**src/rtl/apu_share_arbiter.sv**
```systemverilog
// Round-robin arbiter sharing one pipelined in-order APU among the cluster cores.
// Issuing-core tags ride a FIFO so in-order results can be routed back, registered.
module apu_share_arbiter #(
    parameter int unsigned NB_CORES = 4,
    parameter int unsigned NARGS    = 3,
    parameter int unsigned WOP      = 6,
    parameter int unsigned NDSFLAGS = 15,
    parameter int unsigned NUSFLAGS = 5,
    parameter int unsigned WIDTH    = 32,
    parameter int unsigned DEPTH    = 4
) (
    input  logic                            clk_i,
    input  logic                            rst_i,
    input  logic [NB_CORES-1:0]             core_req_i,
    output logic [NB_CORES-1:0]             core_gnt_o,
    input  logic [NB_CORES*NARGS*WIDTH-1:0] core_operands_i,
    input  logic [NB_CORES*WOP-1:0]         core_op_i,
    input  logic [NB_CORES*NDSFLAGS-1:0]    core_flags_i,
    output logic [NB_CORES-1:0]             core_rvalid_o,
    output logic [WIDTH-1:0]                core_result_o,
    output logic [NUSFLAGS-1:0]             core_rflags_o,
    output logic                            apu_req_o,
    input  logic                            apu_gnt_i,
    output logic [NARGS*WIDTH-1:0]          apu_operands_o,
    output logic [WOP-1:0]                  apu_op_o,
    output logic [NDSFLAGS-1:0]             apu_flags_o,
    input  logic                            apu_rvalid_i,
    input  logic [WIDTH-1:0]                apu_result_i,
    input  logic [NUSFLAGS-1:0]             apu_rflags_i,
    output logic                            err_o
);

    localparam int unsigned PtrW  = (NB_CORES > 1) ? $clog2(NB_CORES) : 1;
    localparam int unsigned AddrW = (DEPTH > 1) ? $clog2(DEPTH) : 1;
    localparam int unsigned CntW  = AddrW + 1;
    localparam int unsigned OpsW  = NARGS * WIDTH;

    logic [PtrW-1:0]       r_ptr;
    logic [PtrW-1:0]       r_tags [DEPTH];
    logic [AddrW-1:0]      r_wptr;
    logic [AddrW-1:0]      r_rptr;
    logic [CntW-1:0]       r_count;
    logic [NB_CORES-1:0]   r_rvalid;
    logic [WIDTH-1:0]      r_result;
    logic [NUSFLAGS-1:0]   r_rflags;
    logic                  r_err;

    logic [2*NB_CORES-1:0] w_rot;
    logic [PtrW-1:0]       w_off;
    logic [PtrW:0]         w_sum;
    logic [PtrW-1:0]       w_win;
    logic [PtrW-1:0]       w_ptr_nxt;
    logic [PtrW-1:0]       w_head;
    logic                  w_any;
    logic                  w_full;
    logic                  w_empty;
    logic                  w_hs;
    logic                  w_pop;

    // Rotate requests so the pointer lands on bit 0; the lowest set bit is the winner offset.
    always_comb begin
        w_any = |core_req_i;
        w_rot = {core_req_i, core_req_i} >> r_ptr;
        w_off = '0;
        for (int k = NB_CORES - 1; k >= 0; k--) begin
            if (w_rot[k]) w_off = PtrW'(k);
        end
        w_sum = {1'b0, r_ptr} + {1'b0, w_off};
        if (w_sum >= (PtrW+1)'(NB_CORES)) begin
            w_win = PtrW'(w_sum - (PtrW+1)'(NB_CORES));
        end else begin
            w_win = w_sum[PtrW-1:0];
        end
        w_ptr_nxt = (w_win == PtrW'(NB_CORES - 1)) ? '0 : w_win + PtrW'(1);
    end

    assign w_full  = (r_count == CntW'(DEPTH));
    assign w_empty = (r_count == '0);
    // Full blocks issue even when a pop is pending, keeping gnt off the result path.
    assign apu_req_o = w_any & ~w_full;
    assign w_hs      = apu_req_o & apu_gnt_i;
    assign w_pop     = apu_rvalid_i & ~w_empty;
    assign w_head    = r_tags[r_rptr];

    always_comb begin
        apu_operands_o = '0;
        apu_op_o       = '0;
        apu_flags_o    = '0;
        core_gnt_o     = '0;
        for (int unsigned i = 0; i < NB_CORES; i++) begin
            if (w_any && (w_win == PtrW'(i))) begin
                apu_operands_o = core_operands_i[i*OpsW +: OpsW];
                apu_op_o       = core_op_i[i*WOP +: WOP];
                apu_flags_o    = core_flags_i[i*NDSFLAGS +: NDSFLAGS];
            end
            core_gnt_o[i] = w_hs && (w_win == PtrW'(i));
        end
    end

    always_ff @(posedge clk_i or posedge rst_i) begin
        if (rst_i) begin
            r_ptr   <= '0;
            r_wptr  <= '0;
            r_rptr  <= '0;
            r_count <= '0;
        end else begin
            if (w_hs) begin
                r_ptr  <= w_ptr_nxt;
                r_wptr <= r_wptr + AddrW'(1);
            end
            if (w_pop) r_rptr <= r_rptr + AddrW'(1);
            if (w_hs && !w_pop) begin
                r_count <= r_count + CntW'(1);
            end else if (!w_hs && w_pop) begin
                r_count <= r_count - CntW'(1);
            end
        end
    end

    always_ff @(posedge clk_i) begin
        if (w_hs) r_tags[r_wptr] <= w_win;
    end

    always_ff @(posedge clk_i or posedge rst_i) begin
        if (rst_i) begin
            r_rvalid <= '0;
            r_result <= '0;
            r_rflags <= '0;
            r_err    <= 1'b0;
        end else begin
            for (int unsigned i = 0; i < NB_CORES; i++) begin
                r_rvalid[i] <= w_pop && (w_head == PtrW'(i));
            end
            if (w_pop) begin
                r_result <= apu_result_i;
                r_rflags <= apu_rflags_i;
            end
            if (apu_rvalid_i && w_empty) r_err <= 1'b1;
        end
    end

    assign core_rvalid_o = r_rvalid;
    assign core_result_o = r_result;
    assign core_rflags_o = r_rflags;
    assign err_o         = r_err;

endmodule
```
**config.mk**
```make
export PLATFORM = sky130hd
export DESIGN_NAME = apu_share_arbiter
export DESIGN_NICKNAME = d
export VERILOG_FILES = /design/src/rtl/apu_share_arbiter.sv
export SDC_FILE = /design/constraint.sdc
export NUM_CORES = 1
export LEC_CHECK = 0
export ABC_AREA = 1
export CAP_MARGIN = 40
export CORE_AREA = 2 2 264 266
export DETAILED_ROUTE_END_ITERATION = 8
export DIE_AREA = 0 0 266 268
export DONT_BUFFER_PORTS = 1
export GPL_ROUTABILITY_DRIVEN = 0
export PLACE_DENSITY = 0.3
export SKIP_LAST_GASP = 1
export SLEW_MARGIN = 5
export SYNTH_ARGS = -nofsm -noshare
export SYNTH_HDL_FRONTEND = slang
export SYNTH_SLANG_ARGS = --single-unit
```
**constraint.sdc**
```tcl
create_clock -name clk_i -period 3.84 [get_ports clk_i]
set_input_delay 0.768 -clock clk_i [delete_from_list [all_inputs] [get_ports clk_i]]
set_output_delay 0.768 -clock clk_i [all_outputs]
set_load 0.005 [all_outputs]
```
==> results.yml, run 1 <==
yosys:
  syn_nets: 1761
  synth_edf_count: 8
  synth.largest_area_cell: "nand3_1"
  synth_common_cells: "nand2_1 (378), nand3_1 (367), nand4_1 (117)"
  yosysMostFrequentCell: "nand2_1"
  async_flop_share_pct: 86.4
  synth_area_leaders: "nand3_1 (25%), nand2_1 (19%), dfrtp_1 (17%)"
  ys_warn_count: 0
  synth_cell_type_count: 29
  syn_area_per_cell_um2: 5.96
  synthFlopType: "dfrtp_1"
  ys_ff_latch: 59
  yosysTopAreaCellShare_pct: 24.9
  synth.cell_area_um2: 7370
  ys_seq_area_share_pct: 20.6
  synth_cells: 1237
timing:
  timing.hold.ws_ps: 296
  min_period_over_period_pct: 100
  post-route-min-period_ps: 3840
  clock.fmax_ghz: 0.260
  rsz0062_at_grt: "yes"
  maxSlewHeadroom_pct: 64.4
  setup_violations: 0
  drv_slew: 0
  hold_viol: 0
  fin_skew_ps: 5.18
  tightest_slew_ps: 533
cts:
  cts.hold.buffers_added: 0
  path_clk_slew_ps: 60
  clockBufferDepth: 2
  worstSkewPairLatency_ps: 320
  ctsHtreeMaxLevel: 3
  root_buffer: "clkbuf_16"
  cts_tree: "built"
  cts_inserted_buffers: 9
  cts.sinks: 59
routing:
  viasPerCell: 4.24
  vias: 9169
  route.antenna.remaining_nets: 0
  wl_per_cell_um: 20.7
  drc: 0
  finalWirelength_mm: 44.8
  drt_pass1_iterations: 5
  drt-initial-drc-count: 644
layout:
  drive_gt1_share_pct: 23.2
  final_core_util_pct: 14.9
  multiInputGateArea_um2: 5320
  nets: 1794
  num-fill-cells: 7961
  seq_area_um2: 1520
  syn_to_final_growth_pct: 37.5
outcome:
  status: "finished, final reports clean"
setup_path:
  critPathBufInv: 6
  crit_fanout: 9
  slowest_stage: "dfrtp_2"
  worstSetupStartpointType: "register"
  critPathMaxStageDelay_ps: 440
  cp.arrival_ps: 3070
  cp.required_ps: 3070
  crit_family: "simple AND/OR/NAND/NOR gates"
  crit_chain: "inv_4, nand2_2, nand3_2, nand2_2, nand3_2, a21boi_2, ha_2, xor2_2, inv_1, nand3_2, nand2_4, inv_4, ha_4, buf_4, buf_12, buf_4, nand3_1, nand3_1, nand3_1, nand2_1"
  cp-end-kind: "primary output"
  critical_path_class: "register to primary output"
floorplanning:
  die_width_um: 266
  die_h_um: 268
  io_pins: 677
  start_util_pct: 10.8
  fp-row-count: 96
  fp.coreArea_um2: 68200
  die_area_um2: 71300
global_routing:
  grt-ovfl-total: 0
  grt_max_degree: 77
  antenna_found_initial: 9
  grt_pass1_wl_mm: 55.6
  track_usage_pct: 10.3
  first_global_vias: 8634
worst_hold_path:
  hp-class: "primary input to async pin"
place:
  dp_hpwl_mm: 32.8
  io_buffers: 0
flow_run:
  maxCapViolCount: 0
[layout by cell type, fill, tap and decap left out, types with 2 or more instances in the layout]
cell type and count:
a21oi_1 2, buf_12 23, buf_16 4, buf_4 95, buf_6 7, buf_8 2, bufbuf_16 3, clkbuf_16 19
clkinv_2 2, clkinv_8 2, clkinvlp_4 2, dfrtp_1 50, diode_2 6, edfxtp_1 8, ha_1 6, ha_4 3
inv_1 23, inv_2 2, inv_4 3, nand2_1 363, nand2_2 14, nand2_4 2, nand2_8 2, nand3_1 339
nand3_2 28, nand4_1 117, nor2_1 18, nor2_2 2, o21ai_0 2, or2_0 4, or2_1 39, or2_2 74
xor2_1 3
[path summary, 6_finish.rpt]
| check | startpoint | cells after the start | to | slack (ps) |
|---|---|---|---|---|
| min in group clk_i | r_rptr[1]$_DFFE_PP0P_ | 1 | r_rptr[1]$_DFFE_PP0P_ | 500 |
| max in group asynchronous | rst_i | 3 | core_result_o[8]$_DFFE_PP0P_ | 2870 |
| min reg2reg | r_rptr[1]$_DFFE_PP0P_ | 1 | r_rptr[1]$_DFFE_PP0P_ | 500 |
| max | r_ptr[0]$_DFFE_PP0P_ | 20 | apu_operands_o[58] | 1 |
| max reg2reg | r_count[0]$_DFFE_PP0P_ | 10 | r_count[2]$_DFFE_PP0P_ | 1680 |
| min | rst_i | 1 | core_result_o[23]$_DFFE_PP0P_ | 300 |
[worst register-to-register path, delay by kind of cell (launching register included)]
family                   cells  cell delay, ps
XOR/XNOR                     1             140
buffers and inverters        2             160
AND/OR/NAND/NOR              5             730
flip-flops                   1             420
adder cells (fa/ha/maj)      2             630
[per-layer routing]
layer  track usage (%)  vias to the layer above  share of wire, %
met2              18.4                      481                50
met3              1.59                       52               6.2
met1              12.8                     4354                41
li1                  -                     4280                 -
met5                 0                        -             0.022
met4              3.11                        2               2.5
[through the flow]
stage | cells | TNS [ps] | worst slack, ps | instance area [um2]
after floorplan | 1237 | 0 | 169 | 7370
after global placement | 2100 | -9300 | -162 | 8850
after detailed placement | 2101 | -4190 | -114 | 8870
after CTS | 2125 | -944 | -57.6 | 9410
after global routing | 2162 | -15870 | -234 | 10100
final | 2163 | 0 | 1.21 | 10100
[what timing repair did]
item / CTS / global route
resized for setup: 22 / 61
pin swaps: 0 / 34
setup buffers: 3 / 21
setup endpoints to repair: 118 / 118
gates cloned: 5 / 12
[state kept, by name, indices dropped and copies added, names as in the netlist]
name and cells:
core_result_o 32, r_wptr 2, r_ptr 2, err_o 1, core_rflags_o 5, r_count 3, core_rvalid_o 4, r_tags 8
r_rptr 2
[final cells by class]
type,instances,share of cell area [%]
diodes,6,0.148
clock buffers,10,2.36
clock inverters,6,0.395
inverters,29,1.37
multi-input cells,1026,52.5
flip-flops and latches,59,15.0
well taps,882,10.9
repair buffers,144,17.2
repair inverters,1,0.197
[kinds of logic after synthesis]
logic type | synth area share (%)
compound gates | 0.662
xor+xnor | 0.594
fa+ha+maj | 1.97
buf+inv | 10.7
flops | 20.6
simple gates | 65.5
Power of run 1 is left out: the tool's default activity adds up to more than one toggle a clock period on the data nets, which glitch-free logic cannot reach.
==> run 2, diff against run 1 <==
--- a/config.mk
+++ b/config.mk
@@ -14,7 +14,7 @@
 export GPL_ROUTABILITY_DRIVEN = 0
 export PLACE_DENSITY = 0.3
 export SKIP_LAST_GASP = 1
-export SLEW_MARGIN = 5
+export SLEW_MARGIN = 20
 export SYNTH_ARGS = -nofsm -noshare
 export SYNTH_HDL_FRONTEND = slang
 export SYNTH_SLANG_ARGS = --single-unit
==> run 2 against run 1 <==
Effect of this change:
- sequential share of layout area shrank 0.63 points
- utilization grew 0.65 points
- final area grew 4.4%
- clock skew grew 3.4 ps
- hold slack lost 3.9 ps
- fmax grew 0.92%
- setup slack gained 35 ps
- non-clock buffer count grew 2
- wire length grew 2.9%
- critical path depth shrank 2
- first-iteration DRC count shrank 1.7%
- critical path type unchanged
- largest cell class unchanged
==> results.yml, run 2 (synthesis results as in run 1) <==
setup_path:
  critical_path_class: "register to primary output"
  slowest_stage: "dfrtp_2"
  worstSetupStartpointType: "register"
  cp.arrival_ps: 3040
  crit_fanout: 38
  critPathMaxStageDelay_ps: 460
  cp.required_ps: 3070
  cp-end-kind: "primary output"
  crit_chain: "nand2_1, nand3_1, nand2_2, nand3_2, a21boi_2, ha_2, xor2_2, inv_1, nand3_2, nand2_4, inv_4, ha_4, buf_4, buf_16, nand3_1, nand3_2, nand3_1, nand2_1"
timing:
  tightest_slew_ps: 535
  min_period_over_period_pct: 99.1
  setup_violations: 0
  drv_slew: 0
  maxSlewHeadroom_pct: 64.2
  rsz0062_at_grt: "yes"
  post-route-min-period_ps: 3800
  clock.fmax_ghz: 0.263
  fin_skew_ps: 8.61
  hold_viol: 0
  tns_ps: 0
cts:
  cts_tree: "built"
  ctsHtreeMaxLevel: 3
  cts_inserted_buffers: 9
  path_clk_slew_ps: 60
  clockBufferDepth: 2
  cts.hold.buffers_added: 0
  worstSkewPairLatency_ps: 320
  cts.sinks: 59
  root_buffer: "clkbuf_16"
layout:
  seq_area_um2: 1520
  final_core_util_pct: 15.5
  nets: 1795
  syn_to_final_growth_pct: 43.5
  layout_commonest_cell: "nand2_1"
  largest_reg_flops: 32
  final_cell_mix: "nand2_1 (351), nand3_1 (293), nand4_1 (117)"
  multiInputGateArea_um2: 5590
  drive_gt1_share_pct: 27.8
  num-fill-cells: 7915
place:
  dp_hpwl_mm: 32.8
  io_buffers: 0
routing:
  finalWirelength_mm: 46.1
  drt-initial-drc-count: 633
  drc: 0
  vias: 9112
  wl_per_cell_um: 21.3
  viasPerCell: 4.21
  drt_pass1_iterations: 5
  route.antenna.remaining_nets: 0
floorplanning:
  die_h_um: 268
  fp-row-count: 96
  fp.coreArea_um2: 68200
  die_width_um: 266
  die_area_um2: 71300
  io_pins: 677
  start_util_pct: 10.8
global_routing:
  use_met1_pct: 12.9
  use_met3_pct: 1.70
  grt-busiest-layer: "met2"
  grt_pass1_wl_mm: 55.9
  track_usage_pct: 10.4
  grt_use_met2_pct: 18.7
  grt_max_degree: 77
  grt-ovfl-total: 0
  first_global_vias: 8620
  antenna_found_initial: 11
flow_run:
  maxCapViolCount: 0
outcome:
  status: "finished, final reports clean"
worst_hold_path:
  hp-class: "primary input to async pin"
## run 2: layout make-up
cell class | instances | share of cell area [%]
antenna | 8 | 0.189
clock buffer | 10 | 2.26
multi-input combinational | 1026 | 52.9
timing repair buffer | 146 | 18.2
sequential | 59 | 14.3
clock inverter | 6 | 0.378
tap | 882 | 10.4
inverter | 29 | 1.31
## run 2: per-stage QoR
stage | hold slack, ps | cells | setup WS (ps) | instance area, um2
4_1_cts | 292 | 2130 | 2.99 | 9550
2_1_floorplan | 464 | 1237 | 169 | 7370
5_1_grt | 310 | 2164 | -156 | 10600
3_3_place_gp | 496 | 2100 | -162 | 8850
3_5_place_dp | 492 | 2101 | -149 | 8870
6_report | 292 | 2166 | 36.0 | 10600
## run 2: final timing paths
| path | endpoint | slack [ps] | startpoint | cells past startpoint |
|---|---|---|---|---|
| max | apu_operands_o[26] | 40 | r_ptr[0]$_DFFE_PP0P_ | 18 |
| min | core_result_o[14]$_DFFE_PP0P_ | 290 | rst_i | 1 |
| max reg2reg | r_count[2]$_DFFE_PP0P_ | 1690 | r_count[0]$_DFFE_PP0P_ | 10 |
| min reg2reg | core_result_o[2]$_DFFE_PP0P_ | 500 | core_result_o[2]$_DFFE_PP0P_ | 2 |
| max in group asynchronous | core_result_o[15]$_DFFE_PP0P_ | 2870 | rst_i | 3 |
| min in group clk_i | core_result_o[2]$_DFFE_PP0P_ | 500 | core_result_o[2]$_DFFE_PP0P_ | 2 |
## run 2: metal layers
layer,vias up,routed length [um]
li1,4292,-
met1,4321,19100
met2,445,23200
met3,52,2670
met4,2,1120
met5,-,13
## run 2: critical path: cells and delay by family, from the launching register on
| kind | cells | cell delay, ps |
|---|---|---|
| XOR/XNOR | 1 | 140 |
| AO/OA/AOI/OAI | 1 | 160 |
| flip-flops | 1 | 460 |
| AND/OR/NAND/NOR | 10 | 1010 |
| buffers and inverters | 4 | 490 |
| adder cells (fa/ha/maj) | 2 | 390 |
## run 2: what timing repair did
action                                  CTS  global route
gates cloned                              6            19
gates resized for setup                  33           127
buffers inserted                          7            10
pin swaps                                 7            80
endpoints found under the setup margin  118           117
Power of run 2 is left out for the same reason.
